`src/rtl/tdm_demux8_pkg.sv`:
```
// Shared types and defaults for the TDM receive demultiplexer.
package tdm_pkg;

   typedef enum logic {HUNT, LOCKED} tdm_state_t;

   localparam int TDM_NCH_DEFAULT        = 8;
   localparam int TDM_MISS_LIMIT_DEFAULT = 2;

endpackage

```
`src/rtl/tdm_demux8_slot_counter.sv`:
```
// Mod-NCH slot counter: clear beats load1 beats inc; wraps naturally since NCH is a power of 2.
module slot_counter #(
   parameter int NCH = 8,
   parameter int CW  = $clog2(NCH)
) (
   input  logic          clk,
   input  logic          reset_n,
   input  logic          inc,
   input  logic          load1,
   input  logic          clear,
   output logic [CW-1:0] value
);

   always_ff @(posedge clk or negedge reset_n) begin
      if (!reset_n)   value <= '0;
      else if (clear) value <= '0;
      else if (load1) value <= CW'(1);
      else if (inc)   value <= value + CW'(1);
   end

endmodule

```
`src/rtl/tdm_demux8.sv`:
```
// TDM receive end: aligns to frame_sync, assembles NCH serial slots into a parallel frame, tracks lock.
module tdm_demux8
   import tdm_pkg::*;
#(
   parameter int NCH        = TDM_NCH_DEFAULT,
   parameter int CW         = $clog2(NCH),
   parameter int MISS_LIMIT = TDM_MISS_LIMIT_DEFAULT
) (
   input  logic           clk,
   input  logic           reset_n,
   input  logic           en,
   input  logic           din,
   input  logic           frame_sync,
   output logic [NCH-1:0] y,
   output logic           frame_valid,
   output logic           locked,
   output logic           sync_err,
   output logic [CW-1:0]  slot
);

   localparam int MW = $clog2(MISS_LIMIT + 1);

   // One decoded action per enabled bit; the register block just carries it out.
   typedef enum logic [2:0] {
      ACT_NONE, ACT_START, ACT_FLY, ACT_DROP, ACT_SHIFT, ACT_DELIVER, ACT_REALIGN
   } act_t;

   tdm_state_t     state;
   logic [NCH-2:0] shadow;
   logic [MW-1:0]  miss;
   logic [MW-1:0]  miss_inc;
   act_t           act;

   assign miss_inc = miss + MW'(1);

   always_comb begin
      act = ACT_NONE;
      if (en) begin
         if (state == HUNT) begin
            if (frame_sync) act = ACT_START;
         end else if (slot == '0) begin
            if (frame_sync)                     act = ACT_START;
            else if (miss_inc == MW'(MISS_LIMIT)) act = ACT_DROP;
            else                                act = ACT_FLY;
         end else if (frame_sync) begin
            act = ACT_REALIGN;
         end else if (slot == CW'(NCH - 1)) begin
            act = ACT_DELIVER;
         end else begin
            act = ACT_SHIFT;
         end
      end
   end

   slot_counter #(.NCH(NCH), .CW(CW)) u_slot (
      .clk     (clk),
      .reset_n (reset_n),
      .inc     (act == ACT_SHIFT || act == ACT_DELIVER),
      .load1   (act == ACT_START || act == ACT_FLY || act == ACT_REALIGN),
      .clear   (act == ACT_DROP),
      .value   (slot)
   );

   always_ff @(posedge clk or negedge reset_n) begin
      if (!reset_n) begin
         state       <= HUNT;
         locked      <= 1'b0;
         shadow      <= '0;
         miss        <= '0;
         y           <= '0;
         frame_valid <= 1'b0;
         sync_err    <= 1'b0;
      end else begin
         frame_valid <= (act == ACT_DELIVER);
         sync_err    <= (act == ACT_REALIGN);
         case (act)
            ACT_START: begin
               state     <= LOCKED;
               locked    <= 1'b1;
               miss      <= '0;
               shadow[0] <= din;
            end
            ACT_FLY: begin
               miss      <= miss_inc;
               shadow[0] <= din;
            end
            ACT_DROP: begin
               state  <= HUNT;
               locked <= 1'b0;
               miss   <= '0;
            end
            ACT_SHIFT:   shadow[slot] <= din;
            ACT_DELIVER: y <= {din, shadow};
            ACT_REALIGN: begin
               // Partial frame is thrown away; this bit becomes slot 0 of a new frame.
               shadow    <= '0;
               shadow[0] <= din;
               miss      <= '0;
            end
            default: ;
         endcase
      end
   end

endmodule

```
`config.mk`:
```
export PLATFORM = sky130hd
export DESIGN_NAME = tdm_demux8
export DESIGN_NICKNAME = d
export VERILOG_FILES = /design/src/rtl/tdm_demux8_pkg.sv /design/src/rtl/tdm_demux8_slot_counter.sv /design/src/rtl/tdm_demux8.sv
export SDC_FILE = /design/constraint.sdc
export NUM_CORES = 1
export LEC_CHECK = 0
export CORE_MARGIN = 5
export CORE_UTILIZATION = 55
export DETAILED_ROUTE_END_ITERATION = 10
export PLACE_DENSITY = 0.82
export RECOVER_POWER = 100
export SLEW_MARGIN = 20
export SYNTH_ARGS = -nofsm -noshare
export SYNTH_HDL_FRONTEND = slang
export SYNTH_SLANG_ARGS = --single-unit
```
`constraint.sdc`:
```
create_clock -name clk -period 2.6 [get_ports clk]
set_input_delay 0.52 -clock clk [delete_from_list [all_inputs] [get_ports clk]]
set_output_delay 0.52 -clock clk [all_outputs]
set_load 0.005 [all_outputs]
```
==> metrics.cfg, run 1 <==
[placement]
place_ws_ns=0.448
port_buffers=18
gp_congestion=0.828
dpl.hpwl_um=1670
dpl_cell_area_mm2=0.00138

[final_layout]
fin_area_mm2=0.00139
n_antenna_cell=0
final_nets=137
drive_gt1_share_pct=12.6
areaGrowthSynthToFinish_pct=20.0
n_fill_cell=142

[cts]
ctsResizeCount=0
cts_setup_buffers=0
cts_made_buffers=3
cts_tree=built
clockRootBuffer=clkbuf_4
htree_num_levels=1
cts.path.max_buffers=2
clkLatencyLatePin_ns=0.32
clk_pin_slew_ns=0.13
hold_buffers=0
cts_sinks=23

[floorplanning]
rows=16
coreArea_mm2=0.00198
num_io_pins=19
die_h_um=55.9
dieArea_mm2=0.00312
die_w_um=55.9
start_util_pct=58.5

[worst_setup_path]
r2r_cells=6
worst_ep_required_time_ns=2.82
worstPathCellList=inv_1 > ha_1 > nand2b_1 > nand2_1 > nor2_8 > mux2_2
worstSetupEndpointType=flip-flop
critPathArrivalTime_ns=2.42
reg2reg_from=u_slot.value[0]
crit_type=flip-flop to flip-flop
start_kind=flip-flop
critPathMaxStageDelay_ns=0.54
crit_path_top_delay_cell=dfrtp_1
cpLargestDelayFamily=simple AND/OR/NAND/NOR gates
r2r_end=y[6]
worst-r2r-setup-slack_ns=0.40
cp-startpoint=u_slot.value[0]
cp_num_buf_inv=1
cp_max_fo=10

[yosys]
syn-cell-area_mm2=0.00116
synthCells=105
yosys-top-cells-area=dfrtp_1 50%, mux2_2 7.8%, ha_1 4.3%
synth.avg_cell_area_um2=11.0
yosysUniqueCellTypes=31
synth-seq-cells=23
ys_warn_count=0
ys.flop_type=dfrtp_1
synthTopCellsByCount=23 x dfrtp_1, 10 x o21ai_0, 8 x mux2_2
synth_largest_area_cell=dfrtp_1
synth_top_area_share_pct=49.7
post-synth-top-count-cell=dfrtp_1
seq_area_frac_synth_pct=49.7
synth-edff-count=0
synth_nets=114
ys_async_sr_fraction_pct=100

[drt]
vias=892
postRouteAntennaNets=0
wl_um=2330
drtIter0Drc=27
viasPerCell=5.79
wl_per_cell_um=15.1
drtPass1Iterations=4
drc=0

[min_path]
worstHoldStart=y[2]
hold_end=y[2]
min_path_type=flip-flop to flip-flop
hold_path_depth=1

[global_route]
antenna_found_initial=0
grt_pass1_wl_um=3970
grt_max_degree=24
grt_pass1_vias=876
track_usage_pct=16.1
grt_overflow=0

[sta]
rsz0062_at_grt=no
fin_crit_ns=2.20
clock.fmax_mhz=454
worstMarginPinSlew_ns=1.18
setup_ws_ns=0.399
skew_ns=0.00924
setup_tns_ns=0
finalHoldViolations=0
slew_headroom_pct=21.5
drv_slew=0
setup_violations=0
post-route-period-util_pct=84.7

[power]
p_leak_uw=0.000671
powerDensity_mw_per_mm2=891
p_total_uw=1240
vdd_drop_max_uv=544

[flow_run]
maxCapViolations=0

[status]
status=completed

## power breakdown
group | switching [µW] | leakage, µW | internal [µW]
sequential | 103 | 0.000301 | 465
clock | 113 | 0.0000177 | 57.7
combinational | 261 | 0.000352 | 239
total | 477 | 0.000671 | 761
## layout by cell type (no fill, tap or decap)
| cell | instances |
|---|---|
| clkbuf_4 | 3 |
| a31oi_1 | 2 |
| nor2_8 | 1 |
| nor3_1 | 1 |
| nor2b_1 | 2 |
| o21ai_0 | 10 |
| a21oi_1 | 4 |
| and4bb_2 | 1 |
| and3_1 | 4 |
| nand2_1 | 7 |
| clkinv_2 | 1 |
| ha_1 | 4 |
| mux2_2 | 8 |
| o22ai_1 | 3 |
| dlygate4sd3_1 | 15 |
| nor2_1 | 3 |
| mux2i_1 | 4 |
| nand2b_1 | 3 |
| nand4b_1 | 1 |
| clkdlybuf4s50_1 | 3 |
| nor4_1 | 1 |
| o21bai_1 | 1 |
| nand3b_1 | 1 |
| nor4b_1 | 2 |
| mux2_1 | 1 |
| and2_1 | 1 |
| a32oi_1 | 3 |
| a22o_1 | 1 |
| dfrtp_1 | 23 |
| inv_1 | 7 |
| buf_4 | 2 |
| clkbuf_1 | 1 |
| nand3_1 | 3 |
## routing by layer
metal	part of all wire, %	track usage, %
met3	4.6	2.55
met4	2.8	9.49
met1	42	19.4
met2	51	26.9
met5	0	0
## state kept, by name, indices dropped and copies added (netlist names)
name and cells:
y 8, shadow 7, u_slot.value 3, miss 2, frame_valid 1, state 1
sync_err 1
## cell families after synthesis
kind of cell / count (synthesis) / synth area share [%]
mux: 13 / 12.2
compound gates: 24 / 12.4
flops: 23 / 49.7
buf+inv: 10 / 3.89
simple gates: 31 / 17.5
fa+ha+maj: 4 / 4.32
## layout make-up
cell class,count,area [µm²],area share [%]
flip-flops and latches,23,576,41.4
well taps,27,33.8,2.43
clock inverters,1,5.00,0.360
repair buffers,21,199,14.3
inverters,7,26.3,1.89
multi-input cells,72,528,38.0
clock buffers,3,22.5,1.62
## worst register-to-register path: stages (launching register included)
cell	delay [ns]
dfrtp_1	0.54
inv_1	0.19
ha_1	0.29
nand2b_1	0.21
nand2_1	0.24
nor2_8	0.25
mux2_2	0.36
## per-stage QoR
step           cells  util, %  hold slack (ns)
2_1_floorplan    105        -            0.224
4_1_cts          154     70.8            0.519
3_3_place_gp     150     69.4            0.474
5_1_grt          154     70.1            0.530
6_report         154     70.1            0.507
3_5_place_dp     150     69.4            0.490
## how the worst max path moves through the flow
stage                 to  slack, ns  cells after the start
6_report            y[6]       0.40                      6
5_1_grt             y[6]       0.22                      6
4_1_cts             y[6]       0.62                      6
3_5_place_dp   shadow[0]       0.45                      4
3_3_place_gp   shadow[0]       0.44                      4
2_1_floorplan  shadow[0]       0.86                      5
(Power assumes the default switching activity.)
==> run 2: changes to the inputs <==
Settings changed: CORE_UTILIZATION 55 to 51, PLACE_DENSITY 0.82 to 0.77.
Clock period 2.6 ns to 2.1 ns, I/O delays scaled along.
==> metrics.cfg, run 2 (synthesis gave the netlist of run 1 again) <==
[cts]
hold_buffers=0  ; unchanged
cts_tree=built  ; unchanged
cts_made_buffers=3  ; unchanged
cts_sinks=23  ; unchanged
clk_pin_slew_ns=0.13  ; about the same
cts_setup_buffers=0  ; unchanged
clockRootBuffer=clkbuf_4  ; unchanged
htree_num_levels=1  ; unchanged
cts.path.max_buffers=2  ; unchanged
ctsResizeCount=0  ; unchanged
clkLatencyLatePin_ns=0.31  ; was 0.32 ns

[floorplanning]
die_w_um=57.7  ; was 55.9 µm
dieArea_mm2=0.00333  ; was 0.00312 mm²
num_io_pins=19  ; unchanged
start_util_pct=52.9  ; was 58.5%
die_h_um=57.7  ; was 55.9 µm
coreArea_mm2=0.00219  ; was 0.00198 mm²
rows=17  ; was 16

[power]
p_leak_uw=0.000684  ; was 0.000671 µW
power_frac_comb_pct=41.9  ; was 40.3%
switchingPower_uw=604  ; was 477 µW
vdd_drop_max_uv=659  ; was 544 µV
clkPwrFrac_pct=13.3  ; was 13.8%
pwr-share-seq_pct=44.9  ; was 45.8%
powerDensity_mw_per_mm2=1110  ; was 891 mW/mm²
p_int_uw=967  ; was 761 µW
netSwitchingFraction_pct=38.5  ; about the same

[placement]
place_inst=153  ; was 150
place_ws_ns=0.137  ; was 0.448 ns
gp_congestion=0.855  ; was 0.828
dpl.hpwl_um=1830  ; was 1670 µm
port_buffers=18  ; unchanged

[sta]
slew_headroom_pct=20.3  ; was 21.5%
setup_violations=0  ; unchanged
clock.fmax_mhz=525  ; was 454 MHz
worstMarginPinSlew_ns=1.19  ; was 1.18 ns
skew_ns=0.00858  ; was 0.00924 ns
post-route-period-util_pct=90.7  ; was 84.7%
drv_slew=0  ; unchanged
setup_ws_ns=0.196  ; was 0.399 ns
rsz0062_at_grt=no  ; unchanged
fin_crit_ns=1.90  ; was 2.20 ns
setup_tns_ns=0  ; unchanged
finalHoldViolations=0  ; unchanged

[drt]
drtPass1Iterations=4  ; unchanged
drc=0  ; unchanged
drtIter0Drc=43  ; was 27
vias=946  ; was 892
viasPerCell=6.03  ; was 5.79
wl_um=2470  ; was 2330 µm
postRouteAntennaNets=0  ; unchanged
wl_per_cell_um=15.7  ; was 15.1 µm

[status]
status=completed  ; unchanged

[global_route]
grt_pass1_vias=899  ; was 876
track_usage_pct=16.4  ; was 16.1%
grt_max_degree=24  ; unchanged
antenna_found_initial=0  ; unchanged
grt_pass1_wl_um=4220  ; was 3970 µm
grt_overflow=0  ; unchanged

[worst_setup_path]
crit_type=flip-flop to flip-flop  ; unchanged
worst_ep_required_time_ns=2.31  ; was 2.82 ns
worstSetupEndpointType=flip-flop  ; unchanged
cp_max_fo=10  ; unchanged
critPathArrivalTime_ns=2.11  ; was 2.42 ns
worstPathCellList=inv_1 > ha_1 > nand2b_2 > nand2_4 > nor2_8 > mux2_2  ; was inv_1 > ha_1 > nand2b_1 > nand2_1 > nor2_8 > mux2_2
critPathMaxStageDelay_ns=0.55  ; was 0.54 ns
cp_num_buf_inv=1  ; unchanged
start_kind=flip-flop  ; unchanged
crit_path_top_delay_cell=dfrtp_1  ; unchanged
cpLargestDelayFamily=flip-flops  ; was simple AND/OR/NAND/NOR gates

[flow_run]
maxCapViolations=0  ; unchanged

[final_layout]
final_nets=139  ; was 137
final_common_cell=dfrtp_1  ; unchanged
largest_reg_flops=8  ; unchanged
drive_gt1_share_pct=15.5  ; was 12.6%
final_cell_mix=23 x dfrtp_1, 15 x dlygate4sd3_1, 10 x o21ai_0, 8 x mux2_2, 7 x inv_1  ; was 23 x dfrtp_1, 15 x dlygate4sd3_1, 10 x o21ai_0, 8 x mux2_2
instances_no_fill=157  ; was 154
n_fill_cell=179  ; was 142
n_antenna_cell=0  ; unchanged
reg_top3=y x8, shadow x7, u_slot.value x3  ; unchanged
top_register=y  ; unchanged
areaGrowthSynthToFinish_pct=22.2  ; was 20.0%

[min_path]
min_path_type=flip-flop to flip-flop  ; unchanged

==> run 2: cell count changes in the layout (fill, tap and decap cells not counted) <==
cell,before,now
buf_4,2,4
nand2b_2,0,1
nand2_4,0,1
nand2_1,7,6
nand2b_1,3,2
==> run 2: stage by stage <==
step	power, µW	util, %	area [µm²]	hold WS [ns]
3_5_place_dp	1400	63.6	1390	0.497
3_3_place_gp	1350	63.6	1390	0.478
5_1_grt	1700	64.6	1420	0.534
2_1_floorplan	1100	-	1160	0.124
4_1_cts	1610	64.8	1420	0.435
6_report	1570	64.6	1420	0.515
==> run 2: area by class of cell <==
cell class | instances | area, µm² | area share [%]
clock buffer | 3 | 22.5 | 1.59
clock inverter | 1 | 5.00 | 0.353
inverter | 7 | 26.3 | 1.86
multi-input combinational | 72 | 538 | 38.0
sequential | 23 | 576 | 40.6
tap | 28 | 35.0 | 2.47
timing repair buffer | 23 | 214 | 15.1
==> run 2: power groups by stage <==
stage | registers [µW] | clock network, µW | logic, µW
2_1_floorplan | 685 | 0 | 419
3_3_place_gp | 709 | 0 | 646
3_5_place_dp | 718 | 0 | 682
4_1_cts | 706 | 212 | 687
5_1_grt | 730 | 237 | 737
6_report | 704 | 208 | 658
==> run 2: worst paths after layout <==
| check | from | to | slack (ns) | cells past startpoint |
|---|---|---|---|---|
| max | u_slot.value[0] | y[5] | 0.20 | 6 |
| min | y[3] | y[3] | 0.51 | 1 |
| max reg2reg | u_slot.value[0] | y[5] | 0.20 | 6 |
| min reg2reg | y[3] | y[3] | 0.51 | 1 |
| max in group asynchronous | reset_n | shadow[4] | 0.54 | 2 |
| min in group asynchronous | reset_n | u_slot.value[2] | 0.85 | 2 |
==> run 2: routing by layer <==
| layer | vias up | global-route usage [%] | routed length (µm) |
|---|---|---|---|
| met2 | 38 | 25.2 | 1220 |
| met1 | 470 | 22.0 | 1040 |
| met3 | 8 | 3.34 | 166 |
| met5 | - | 0 | 0 |
| met4 | 0 | 8.61 | 46 |
| li1 | 430 | - | - |
